===== src/rtl/trace_capture_ctrl_pkg.sv =====
// trace_capture_ctrl_pkg: shared definitions for the trace capture sequencer.
//   - capture state encoding (2 bits)
//   - status-bit positions used by the trace register block
// The arm-timeout feature is compiled in only when TRACE_CAPTURE_TIMEOUT_EN
// is defined. It is off by default.
package trace_capture_ctrl_pkg;

  typedef enum logic [1:0] {
    ST_IDLE    = 2'd0,
    ST_ARMED   = 2'd1,
    ST_CAPTURE = 2'd2,
    ST_DONE    = 2'd3
  } cap_state_e;

  // Bit positions of the capture status word read over USB.
  localparam int STAT_DONE_BIT      = 0;
  localparam int STAT_OVERFLOW_BIT  = 1;
  localparam int STAT_SYNC_LOST_BIT = 2;
  localparam int STAT_TIMED_OUT_BIT = 3;
  localparam int STAT_W             = 4;

  function automatic logic [STAT_W-1:0] pack_status(
    input logic done, input logic ovf, input logic sync_lost, input logic timed_out
  );
    logic [STAT_W-1:0] s;
    s = '0;
    s[STAT_DONE_BIT]      = done;
    s[STAT_OVERFLOW_BIT]  = ovf;
    s[STAT_SYNC_LOST_BIT] = sync_lost;
    s[STAT_TIMED_OUT_BIT] = timed_out;
    return s;
  endfunction

endpackage


===== src/rtl/trace_capture_ctrl_trig.sv =====
// trace_capture_ctrl_trig: combinational trigger-rule evaluation.
// Ports:
//   sync_i          decoder frame-synchronized
//   matched_i       per-rule match pulses
//   trig_en_i       rules allowed to trigger
//   soft_en_i       soft trigger allowed
//   soft_i          soft trigger pulse
//   trig_hit_o      a trigger is accepted this cycle (gated by sync)
//   rules_o         enabled rules that matched this cycle
module trace_capture_ctrl_trig #(
  parameter int pMATCH_RULES = 8
) (
  input  logic                    sync_i,
  input  logic [pMATCH_RULES-1:0] matched_i,
  input  logic [pMATCH_RULES-1:0] trig_en_i,
  input  logic                    soft_en_i,
  input  logic                    soft_i,
  output logic                    trig_hit_o,
  output logic [pMATCH_RULES-1:0] rules_o
);

  assign rules_o    = matched_i & trig_en_i;
  assign trig_hit_o = sync_i & ((|rules_o) | (soft_en_i & soft_i));

endmodule


===== src/rtl/trace_capture_ctrl.sv =====
// trace_capture_ctrl: arm / trigger / capture / done sequencer feeding the
// trace capture FIFO.
// Ports:
//   trace_clk, reset_i (async, active high)
//   I_arm, I_abort              control pulses (abort > arm > state logic)
//   I_synchronized              decoder sync status
//   I_matched_pattern, I_pattern_trig_enable, I_soft_trig_enable, I_soft_trig
//   I_max_entries               entries to capture (0 = until FIFO full)
//   I_timeout                   arm timeout, used only with TRACE_CAPTURE_TIMEOUT_EN
//   I_data_valid, I_fifo_full   frame stream / FIFO back-pressure
//   O_fifo_wr                   combinational FIFO write strobe
//   O_trigger                   registered one-cycle trigger pulse
//   O_armed/O_capturing/O_done  state decodes
//   O_entry_count, O_trig_rules capture status
//   O_overflow, O_sync_lost, O_timed_out  sticky status flags
// Optional feature macro: TRACE_CAPTURE_TIMEOUT_EN (arm timeout).
module trace_capture_ctrl
  import trace_capture_ctrl_pkg::*;
#(
  parameter int pMATCH_RULES   = 8,
  parameter int pCOUNT_WIDTH   = 16,
  parameter int pTIMEOUT_WIDTH = 24
) (
  input  logic                      trace_clk,
  input  logic                      reset_i,
  input  logic                      I_arm,
  input  logic                      I_abort,
  input  logic                      I_synchronized,
  input  logic [pMATCH_RULES-1:0]   I_matched_pattern,
  input  logic [pMATCH_RULES-1:0]   I_pattern_trig_enable,
  input  logic                      I_soft_trig_enable,
  input  logic                      I_soft_trig,
  input  logic [pCOUNT_WIDTH-1:0]   I_max_entries,
  input  logic [pTIMEOUT_WIDTH-1:0] I_timeout,
  input  logic                      I_data_valid,
  input  logic                      I_fifo_full,
  output logic                      O_fifo_wr,
  output logic                      O_trigger,
  output logic                      O_armed,
  output logic                      O_capturing,
  output logic                      O_done,
  output logic [pCOUNT_WIDTH-1:0]   O_entry_count,
  output logic [pMATCH_RULES-1:0]   O_trig_rules,
  output logic                      O_overflow,
  output logic                      O_sync_lost,
  output logic                      O_timed_out
);

  localparam logic [pCOUNT_WIDTH-1:0] CNT_MAX = '1;

  cap_state_e                state_q, state_d;
  logic [pCOUNT_WIDTH-1:0]   cnt_q, cnt_d, cnt_inc;
  logic [pMATCH_RULES-1:0]   rules_q, rules_d, hit_rules;
  logic                      trig_q, trig_d;
  logic                      ovf_q, ovf_d;
  logic                      sl_q, sl_d;
  logic                      trig_hit;

  trace_capture_ctrl_trig #(.pMATCH_RULES(pMATCH_RULES)) u_trig (
    .sync_i     (I_synchronized),
    .matched_i  (I_matched_pattern),
    .trig_en_i  (I_pattern_trig_enable),
    .soft_en_i  (I_soft_trig_enable),
    .soft_i     (I_soft_trig),
    .trig_hit_o (trig_hit),
    .rules_o    (hit_rules)
  );

`ifdef TRACE_CAPTURE_TIMEOUT_EN
  localparam logic [pTIMEOUT_WIDTH-1:0] TMO_ONE = 1;
  logic [pTIMEOUT_WIDTH-1:0] tmo_q, tmo_d;
  logic                      to_q, to_d;
`else
  logic unused_timeout;
  assign unused_timeout = ^I_timeout;
`endif

  // Sync loss blocks the write in the same cycle, so it gates the strobe too.
  assign O_fifo_wr = (state_q == ST_CAPTURE) & I_synchronized & I_data_valid & ~I_fifo_full;

  // Counter saturates rather than wrapping.
  assign cnt_inc = (cnt_q == CNT_MAX) ? cnt_q : cnt_q + 1'b1;

  always_comb begin
    state_d = state_q;
    cnt_d   = cnt_q;
    rules_d = rules_q;
    trig_d  = 1'b0;
    ovf_d   = ovf_q;
    sl_d    = sl_q;
`ifdef TRACE_CAPTURE_TIMEOUT_EN
    tmo_d   = tmo_q;
    to_d    = to_q;
`endif
    if (I_abort) begin
      // Status is kept; a frame written this cycle still counts.
      state_d = ST_IDLE;
      if (O_fifo_wr) cnt_d = cnt_inc;
    end else if (I_arm) begin
      state_d = ST_ARMED;
      cnt_d   = '0;
      rules_d = '0;
      ovf_d   = 1'b0;
      sl_d    = 1'b0;
`ifdef TRACE_CAPTURE_TIMEOUT_EN
      tmo_d   = I_timeout;
      to_d    = 1'b0;
`endif
    end else begin
      unique case (state_q)
        ST_ARMED: begin
          if (trig_hit) begin
            // Triggering frame is not written; capture begins next cycle.
            state_d = ST_CAPTURE;
            trig_d  = 1'b1;
            rules_d = hit_rules;
          end
`ifdef TRACE_CAPTURE_TIMEOUT_EN
          // A loaded value of 0 never reaches 1, which disables the timeout.
          else if (tmo_q == TMO_ONE) begin
            state_d = ST_DONE;
            to_d    = 1'b1;
          end else if (tmo_q != '0) begin
            tmo_d = tmo_q - 1'b1;
          end
`endif
        end
        ST_CAPTURE: begin
          if (!I_synchronized) begin
            sl_d    = 1'b1;
            state_d = ST_DONE;
          end else if (I_data_valid && I_fifo_full) begin
            ovf_d   = 1'b1;
            state_d = ST_DONE;
          end else if (O_fifo_wr) begin
            cnt_d = cnt_inc;
            // Equality against the live limit: a limit lowered below the
            // current count never matches, so capture runs to FIFO full.
            if (I_max_entries != '0 && cnt_inc == I_max_entries) state_d = ST_DONE;
          end
        end
        default: ;
      endcase
    end
  end

  always_ff @(posedge trace_clk or posedge reset_i) begin
    if (reset_i) begin
      state_q <= ST_IDLE;
      cnt_q   <= '0;
      rules_q <= '0;
      trig_q  <= 1'b0;
      ovf_q   <= 1'b0;
      sl_q    <= 1'b0;
    end else begin
      state_q <= state_d;
      cnt_q   <= cnt_d;
      rules_q <= rules_d;
      trig_q  <= trig_d;
      ovf_q   <= ovf_d;
      sl_q    <= sl_d;
    end
  end

`ifdef TRACE_CAPTURE_TIMEOUT_EN
  always_ff @(posedge trace_clk or posedge reset_i) begin
    if (reset_i) begin
      tmo_q <= '0;
      to_q  <= 1'b0;
    end else begin
      tmo_q <= tmo_d;
      to_q  <= to_d;
    end
  end
  assign O_timed_out = to_q;
`else
  assign O_timed_out = 1'b0;
`endif

  assign O_trigger     = trig_q;
  assign O_armed       = (state_q == ST_ARMED);
  assign O_capturing   = (state_q == ST_CAPTURE);
  assign O_done        = (state_q == ST_DONE);
  assign O_entry_count = cnt_q;
  assign O_trig_rules  = rules_q;
  assign O_overflow    = ovf_q;
  assign O_sync_lost   = sl_q;

endmodule


===== config.mk =====
export PLATFORM = sky130hd
export DESIGN_NAME = trace_capture_ctrl
export DESIGN_NICKNAME = d
export VERILOG_FILES = /design/src/rtl/trace_capture_ctrl_pkg.sv /design/src/rtl/trace_capture_ctrl_trig.sv /design/src/rtl/trace_capture_ctrl.sv
export SDC_FILE = /design/constraint.sdc
export NUM_CORES = 1
export LEC_CHECK = 0
export CELL_PAD_IN_SITES_DETAIL_PLACEMENT = 1
export CELL_PAD_IN_SITES_GLOBAL_PLACEMENT = 2
export CORE_UTILIZATION = 24
export DETAILED_ROUTE_END_ITERATION = 12
export PLACE_DENSITY = 0.92
export SLEW_MARGIN = 20
export SYNTH_ARGS = -nofsm -noshare
export SYNTH_HDL_FRONTEND = slang
export SYNTH_SLANG_ARGS = --single-unit

===== constraint.sdc =====
create_clock -name trace_clk -period 7.1 [get_ports trace_clk]
set_clock_uncertainty 0.2 [all_clocks]
set_input_delay 2.13 -clock trace_clk [delete_from_list [all_inputs] [get_ports trace_clk]]
set_output_delay 2.13 -clock trace_clk [all_outputs]
set_load 0.01 [all_outputs]

; After elaboration in Yosys (flattened, before gate mapping)
; Index checks and enable logic that the tools add are counted.
[word_totals]
ff_bits = 29
in_bits = 65
wordCells = 72
[op_classes]
add_sub_neg = 1
n_eq_ne = 10
mux = 29
bitwise = 9
n_reduce_logical = 17
[op_table]
columns = operator, n
row1 = 2-to-1 mux 16 bit, 7
row2 = 2-to-1 mux 8 bit, 3
row3 = "adder 16 x 1 -> 16 bit, second input constant", 1
row4 = == test 16 bit, 1
row5 = "== test 16 bit, second input constant", 1
row6 = nonzero test 16 bit, 1
row7 = 2-to-1 mux 2 bit, 7
row8 = 2-to-1 mux 1 bit, 11
row9 = nonzero test 2 bit, 5
row10 = AND reduction 3 bit, 3
row11 = bitwise AND 8 bit, 1
row12 = AND reduction 4 bit, 2
row13 = OR reduction 8 bit, 1
row14 = "!= test 6 x 4 -> 1 bit, second input constant", 1
row15 = "!= test 6 x 5 -> 1 bit, second input constant", 1
row16 = nonzero test 3 bit, 2
row17 = bitwise AND 1 bit, 5
row18 = "== test 2 bit, second input constant", 2
row19 = "!= test 4 x 3 -> 1 bit, second input constant", 1
row20 = case mux 2 bit (2 select lines), 1
row21 = nonzero test 4 bit, 1
row22 = "!= test 3 bit, second input constant", 1
row23 = "== test 2 x 1 -> 1 bit, second input constant", 1
row24 = logical AND 1 bit, 2
row25 = 3 further kinds, 4

; Logic depth before layout (Yosys ltp)
; Gate-level depths: netlist of run 1.
[depth]
depth_word = 11
mapped_depth = 10
ltp_nobuf = 9

; Cells and area by module
; From an unflattened synthesis of run 1, not the netlist that was laid out.
[hier_totals]
hier_cells = 261
area_unflattened_um2 = 2307.2
[modules_own_cells]
columns = mod, n_inst, cells_each, area_per_inst_um2, seq_area_each_um2
row1 = trace_capture_ctrl, 1, 249, 2219.6, 725.7
row2 = trace_capture_ctrl_trig, 1, 12, 87.6, 0.0

; Least setup slack after synthesis of run 1
; Ideal clock, no wire load.
[synth_timing]
kind = input to output
start = input port I_fifo_full
end = output port O_fifo_wr
arrival_time_ns = 2.598
required_ns = 4.770
setup_slack_ns = 2.172
path_stages = 2
n_path_buf = 0
path_cell_list = nand4b_1 -> inv_1
[synth_between]
elab_chain_len = 2
[synth_rtl]
columns = item, line
row1 = start: declaration, trace_capture_ctrl.sv:36  ; input logic I_fifo_full,
row2 = NOT 1 bit, trace_capture_ctrl.sv:79  ; assign O_fifo_wr = (state_q == ST_CAPTURE) & I_synchronized & I_data_valid & ~I_fifo_full;
row3 = bitwise AND 1 bit, trace_capture_ctrl.sv:79
row4 = end: declaration, trace_capture_ctrl.sv:37  ; output logic O_fifo_wr,
; Every way passes these cells.

; Worst setup path after layout of run 1
[layout_timing]
start = input port I_synchronized
end = output port O_fifo_wr
[layout_between]
elab_chain_len = 3
[layout_rtl]
columns = item, line
row1 = start: declaration, trace_capture_ctrl.sv:28  ; input logic I_synchronized,
row2 = bitwise AND 1 bit (3 in a row), trace_capture_ctrl.sv:79
; Every way passes these cells.

==> results of run 1 <==
==> synth_stat cells (all sizes together), types with 7 or more instances <==
master	n
a21oi	13
nor2	26
nor4	7
nand4	9
nand2	22
o21ai	10
xnor2	16
dfrtp	29
xor2	9
and4	7
nand3	16
inv	16
clkbuf	7
==> flip-flops by register name (all words and copies together), names as in the netlist <==
name and count:
O_sync_lost 1, O_entry_count 16, O_trig_rules 8, O_overflow 1, state_q 2, O_trigger 1
==> per-stage QoR <==
stage	power (uW)	utilization	cell area, um2
after CTS	387	0.347	3020
final	381	0.347	3020
after global placement	246	0.338	2930
after floorplan	204	-	2130
after global routing	400	0.347	3020
after detailed placement	247	0.338	2930
==> worst max-delay path by stage <==
stage          slack [ps]        end           start  depth (start not counted)
3_5_place_dp          870  O_fifo_wr  I_synchronized                          4
3_3_place_gp          890  O_fifo_wr  I_synchronized                          4
2_1_floorplan        2170  O_fifo_wr     I_fifo_full                          2
4_1_cts               870  O_fifo_wr  I_synchronized                          4
5_1_grt               760  O_fifo_wr  I_synchronized                          4
6_report              870  O_fifo_wr  I_synchronized                          4
==> kinds of logic after synthesis <==
family,after synthesis
buf+inv,29
compound gates,57
fa+ha+maj,4
mux,3
flops,29
xor+xnor,25
simple gates,113
other cells,1
==> worst min-delay path: stages (launching register included) <==
cell and delay [ps]:
dfrtp_1 350, nor2_1 50, nor2_1 70
==> power by group <==
| part | leakage, uW | switching, uW | internal (uW) |
|---|---|---|---|
| clock network | 0.0000443 | 60.4 | 76.8 |
| logic | 0.000671 | 32.7 | 39.5 |
| registers | 0.000402 | 2.88 | 169 |
| total | 0.00112 | 95.9 | 285 |
==> metal layers <==
| layer | part of all wire | wire (um) | vias to the layer above |
|---|---|---|---|
| met3 | 0.049 | 351 | 7 |
| li1 | - | - | 1084 |
| met5 | 0 | 0 | - |
| met1 | 0.43 | 3120 | 1147 |
| met4 | 0.012 | 87 | 0 |
| met2 | 0.50 | 3620 | 58 |
==> layout make-up <==
class,count,area [um2]
Multi-Input combinational cell,203,1280
Clock buffer,7,86.3
Tap cell,108,135
Sequential cell,29,726
Inverter,16,60.1
Timing Repair Buffer,73,726
Fill cell,1088,5660
==> results.cfg, run 1 <==
[status]
status = finished, final reports clean

[grt]
grt.total_usage = 0.163
grt.busiest_layer = met2
grt_use_met3 = 0.0261
grt_max_degree = 30
grt_pass1_vias = 2297
grt_use_met1 = 0.207
met2_usage = 0.282
overflow = 0
antenna_found_initial = 0
grt_pass1_wl_mm = 11.5

[timing]
fmax_ghz = 0.161
finalSetupViolCount = 0
tightest_slew_ps = 743
hold_viol = 0
drv_slew = 0
period_minus_slack_ps = 6230
fin_crit_sh = 0.877
rsz0062_at_grt = false
tns_ps = 0
hold_ws_ps = 309
fin_ws_ps = 873
maxSlewHeadroom = 0.504

[detailed_routing]
dr.pass1.iters = 4
viasPerCell = 5.27
wl_per_cell_um = 16.5
wirelength_mm = 7.18
ant_nets = 0
drc = 0
vias = 2296
drt-initial-drc-count = 69

[synth]
synthArstFlopShare = 1.00
mappedNetlistNets = 330
synth-simple-area-share = 0.282
synth_compound_area_frac = 0.175
synth_top_family_by_area = simple AND/OR/NAND/NOR gates
ys_warn_count = 0
syn_avg_cell_area_um2 = 8.17
mappedNetlistArea_um2 = 2130
synth_cell_type_count = 49
synth_edf_count = 0
synthMuxAreaShare = 0.0164
syn_inst = 261
synthFlopType = dfrtp_1
synth_seq_area_share = 0.340
synth_area_leaders = dfrtp_1 (34%), xnor2_1 (6.6%), nor2_1 (4.4%)
synthDominantCellAreaShare = 0.340
synth_adder_area_share = 0.0235
ys_ff_latch = 29
synth-xor-area-share = 0.103
synth_top_area_cell = dfrtp_1

[critical_path]
end_kind = output port
worstPathRequired_ps = 4770
worstSetupPathType = input pin to output port
rr_worst_depth = 9
crit_slowest_cell = clkdlybuf4s50_1
arrival_ps = 3900
slowest_delay_ps = 580
path_delay_family = buffers and inverters
critical_path_buf_inv_count = 3
r2r_start = O_entry_count[1]
crit_chain = clkdlybuf4s50_1, nand4b_1, inv_1, clkdlybuf4s50_1
cpMostUsedCell = clkdlybuf4s50_1
r2r-end = state_q[0]
r2r_slack_ps = 3530
start_kind = input pin
crit_fanout = 7

[floorplanning]
die_x_um = 96.3
core_region_area_um2 = 8680
start_util = 0.246
chipHeight_um = 96.3
num_rows = 34
ios = 97
dieArea_um2 = 9270

[clocking]
cts_root_buf = clkbuf_8
cts_tree = built
clk_path_buf_depth = 2
post_cts_buffers = 0
clock_sinks = 29
cts_resized = 0
numCtsBuffers = 5
clk_pin_slew_ps = 60
h-tree-depth = 2
cts_hold_buf = 0
worstSkewPairLatency_ps = 280

[min_path]
hold_path.class = flop to flop
hp-start = O_overflow
whs_path_depth = 2
holdPathEnd = O_overflow

[placement]
dp.final_hpwl_mm = 5.61
dp_cells = 429
pre_cts_slack_ps = 869
port_buffers = 71
routabilityCongestion = 0.851

[layout]
fin_nets = 397
fin_cells = 436
drive_gt1_frac = 0.0335
most-common-layout-cells = clkdlybuf4s50_1 (71), dfrtp_1 (29), nor2_1 (25)
syn_to_final_growth_pct = 41.3
final_common_cell = clkdlybuf4s50_1
antennaDiodeCount = 0

[power_and_ir_drop]
peakVddDrop_mv = 0.0594
p_leak_uw = 0.00112
power.density_nw_per_um2 = 126

[run]
drv_cap = 0
No activity file was read; power rests on OpenSTA's default activity.
==> inputs of run 2 (changes only) <==
--- a/config.mk
+++ b/config.mk
@@ -7,9 +7,9 @@
 export LEC_CHECK = 0
 export CELL_PAD_IN_SITES_DETAIL_PLACEMENT = 1
 export CELL_PAD_IN_SITES_GLOBAL_PLACEMENT = 2
-export CORE_UTILIZATION = 24
+export CORE_UTILIZATION = 20
 export DETAILED_ROUTE_END_ITERATION = 12
-export PLACE_DENSITY = 0.92
+export PLACE_DENSITY = 0.83
 export SLEW_MARGIN = 20
 export SYNTH_ARGS = -nofsm -noshare
 export SYNTH_HDL_FRONTEND = slang
==> constraint.sdc (replaced) <==
create_clock -name trace_clk -period 5.55 [get_ports trace_clk]
set_clock_uncertainty 0.2 [all_clocks]
set_input_delay 1.665 -clock trace_clk [delete_from_list [all_inputs] [get_ports trace_clk]]
set_output_delay 1.665 -clock trace_clk [all_outputs]
set_load 0.01 [all_outputs]
==> run 2 against run 1 <==
Net effect:
- sequential cell count stayed put
- sequential power is 28% higher
- worst hold slack better by 11 ps
- wire length is 2.8% higher
- register-to-register slack worse by 1800 ps
- power is 26% higher
- via count is 1.7% lower
- highest routed layer unchanged
==> results.cfg, run 2 (synthesized netlist as in run 1, its figures left out) <==
[detailed_routing]
wl_per_cell_um = 15.8
viasPerCell = 4.83
wirelength_mm = 7.39
ant_nets = 0
vias = 2256
drt-initial-drc-count = 129
drc = 0
dr.pass1.iters = 4

[clocking]
worstSkewPairLatency_ps = 280
cts_hold_buf = 0
cts_root_buf = clkbuf_8
clock_sinks = 29
numCtsBuffers = 5
h-tree-depth = 2
cts_resized = 0
clk_pin_slew_ps = 60
cts_tree = built
clk_path_buf_depth = 2
post_cts_buffers = 0

[layout]
syn_to_final_growth_pct = 43.5
drive_gt1_frac = 0.0423
antennaDiodeCount = 0
final_common_cell = clkdlybuf4s50_1
fin_util = 0.297
fin_nets = 399
most-common-layout-cells = clkdlybuf4s50_1 (71), dfrtp_1 (29), nor2_1 (25)
largest_reg_flops = 16

[min_path]
hp-start = O_trig_rules[5]
hold_path.class = flop to flop

[grt]
antenna_found_initial = 0
grt_pass1_vias = 2327
grt.total_usage = 0.137
grt_pass1_wl_mm = 12.1
overflow = 0
grt_max_degree = 30

[timing]
fin_crit_sh = 0.902
period_minus_slack_ps = 5000
drv_slew = 0
fmax_ghz = 0.200
tightest_slew_ps = 659
rsz0062_at_grt = false
finalSetupViolCount = 0
hold_viol = 0
tns_ps = 0
maxSlewHeadroom = 0.557

[critical_path]
crit_start = I_synchronized
start_kind = input pin
r2r_start = O_entry_count[0]
arrival_ps = 3140
worstSetupPathType = input pin to output port
end_kind = output port
crit_fanout = 6
r2r_slack_ps = 1760
worstPathRequired_ps = 3690

[run]
drv_cap = 0

[floorplanning]
chipHeight_um = 105
start_util = 0.207
num_rows = 37
core_region_area_um2 = 10300
dieArea_um2 = 11100
ios = 97
die_x_um = 105

[power_and_ir_drop]
power.density_nw_per_um2 = 157
p_leak_uw = 0.00113
peakVddDrop_mv = 0.0851

[placement]
dp.final_hpwl_mm = 5.81
routabilityCongestion = 0.759
port_buffers = 71

[status]
status = finished, final reports clean
[run 2: final cells by class]
cell class	instances	area (um2)
clock inverters	2	10.0
clock buffers	6	72.6
fillers	1229	7260
well taps	136	170
flip-flops and latches	29	726
multi-input cells	203	1280
repair buffers	75	741
inverters	16	60.1
[run 2: metal layers]
metal,wire length (um),part of all wire,GRT usage
met1,3390,0.46,0.179
met2,3360,0.45,0.222
met3,577,0.078,0.0365
met4,68,0.0092,0.0362
met5,0,0,0
[run 2: final timing paths]
| kind | cells after the start | end |
|---|---|---|
| max | 4 | O_fifo_wr |
| min | 2 | O_trig_rules[5] |
| max reg2reg | 9 | state_q[0] |
| min reg2reg | 2 | O_trig_rules[5] |
| max in group asynchronous | 3 | O_trig_rules[2] |
| min in group asynchronous | 3 | O_sync_lost |
[run 2: worst max-delay path: stages]
cell and delay (ps):
clkdlybuf4s50_1 570, nand4b_1 220, inv_1 140, clkdlybuf4s50_1 540
[run 2: metrics by stage]
step	worst slack [ps]	instance area [um2]	instances	power (uW)	hold WS (ps)
after floorplan	1550	2130	261	261	315
after global placement	535	2980	459	315	296
after detailed placement	513	2980	459	317	313
after CTS	513	3060	467	487	328
after global routing	450	3060	467	508	357
final	546	3060	467	480	319
[run 2: report_power, final]
group | switching, uW | internal, uW | total (uW)
Sequential | 4.00 | 216 | 220
Clock | 80.8 | 86.7 | 168
Combinational | 41.4 | 50.9 | 92.3
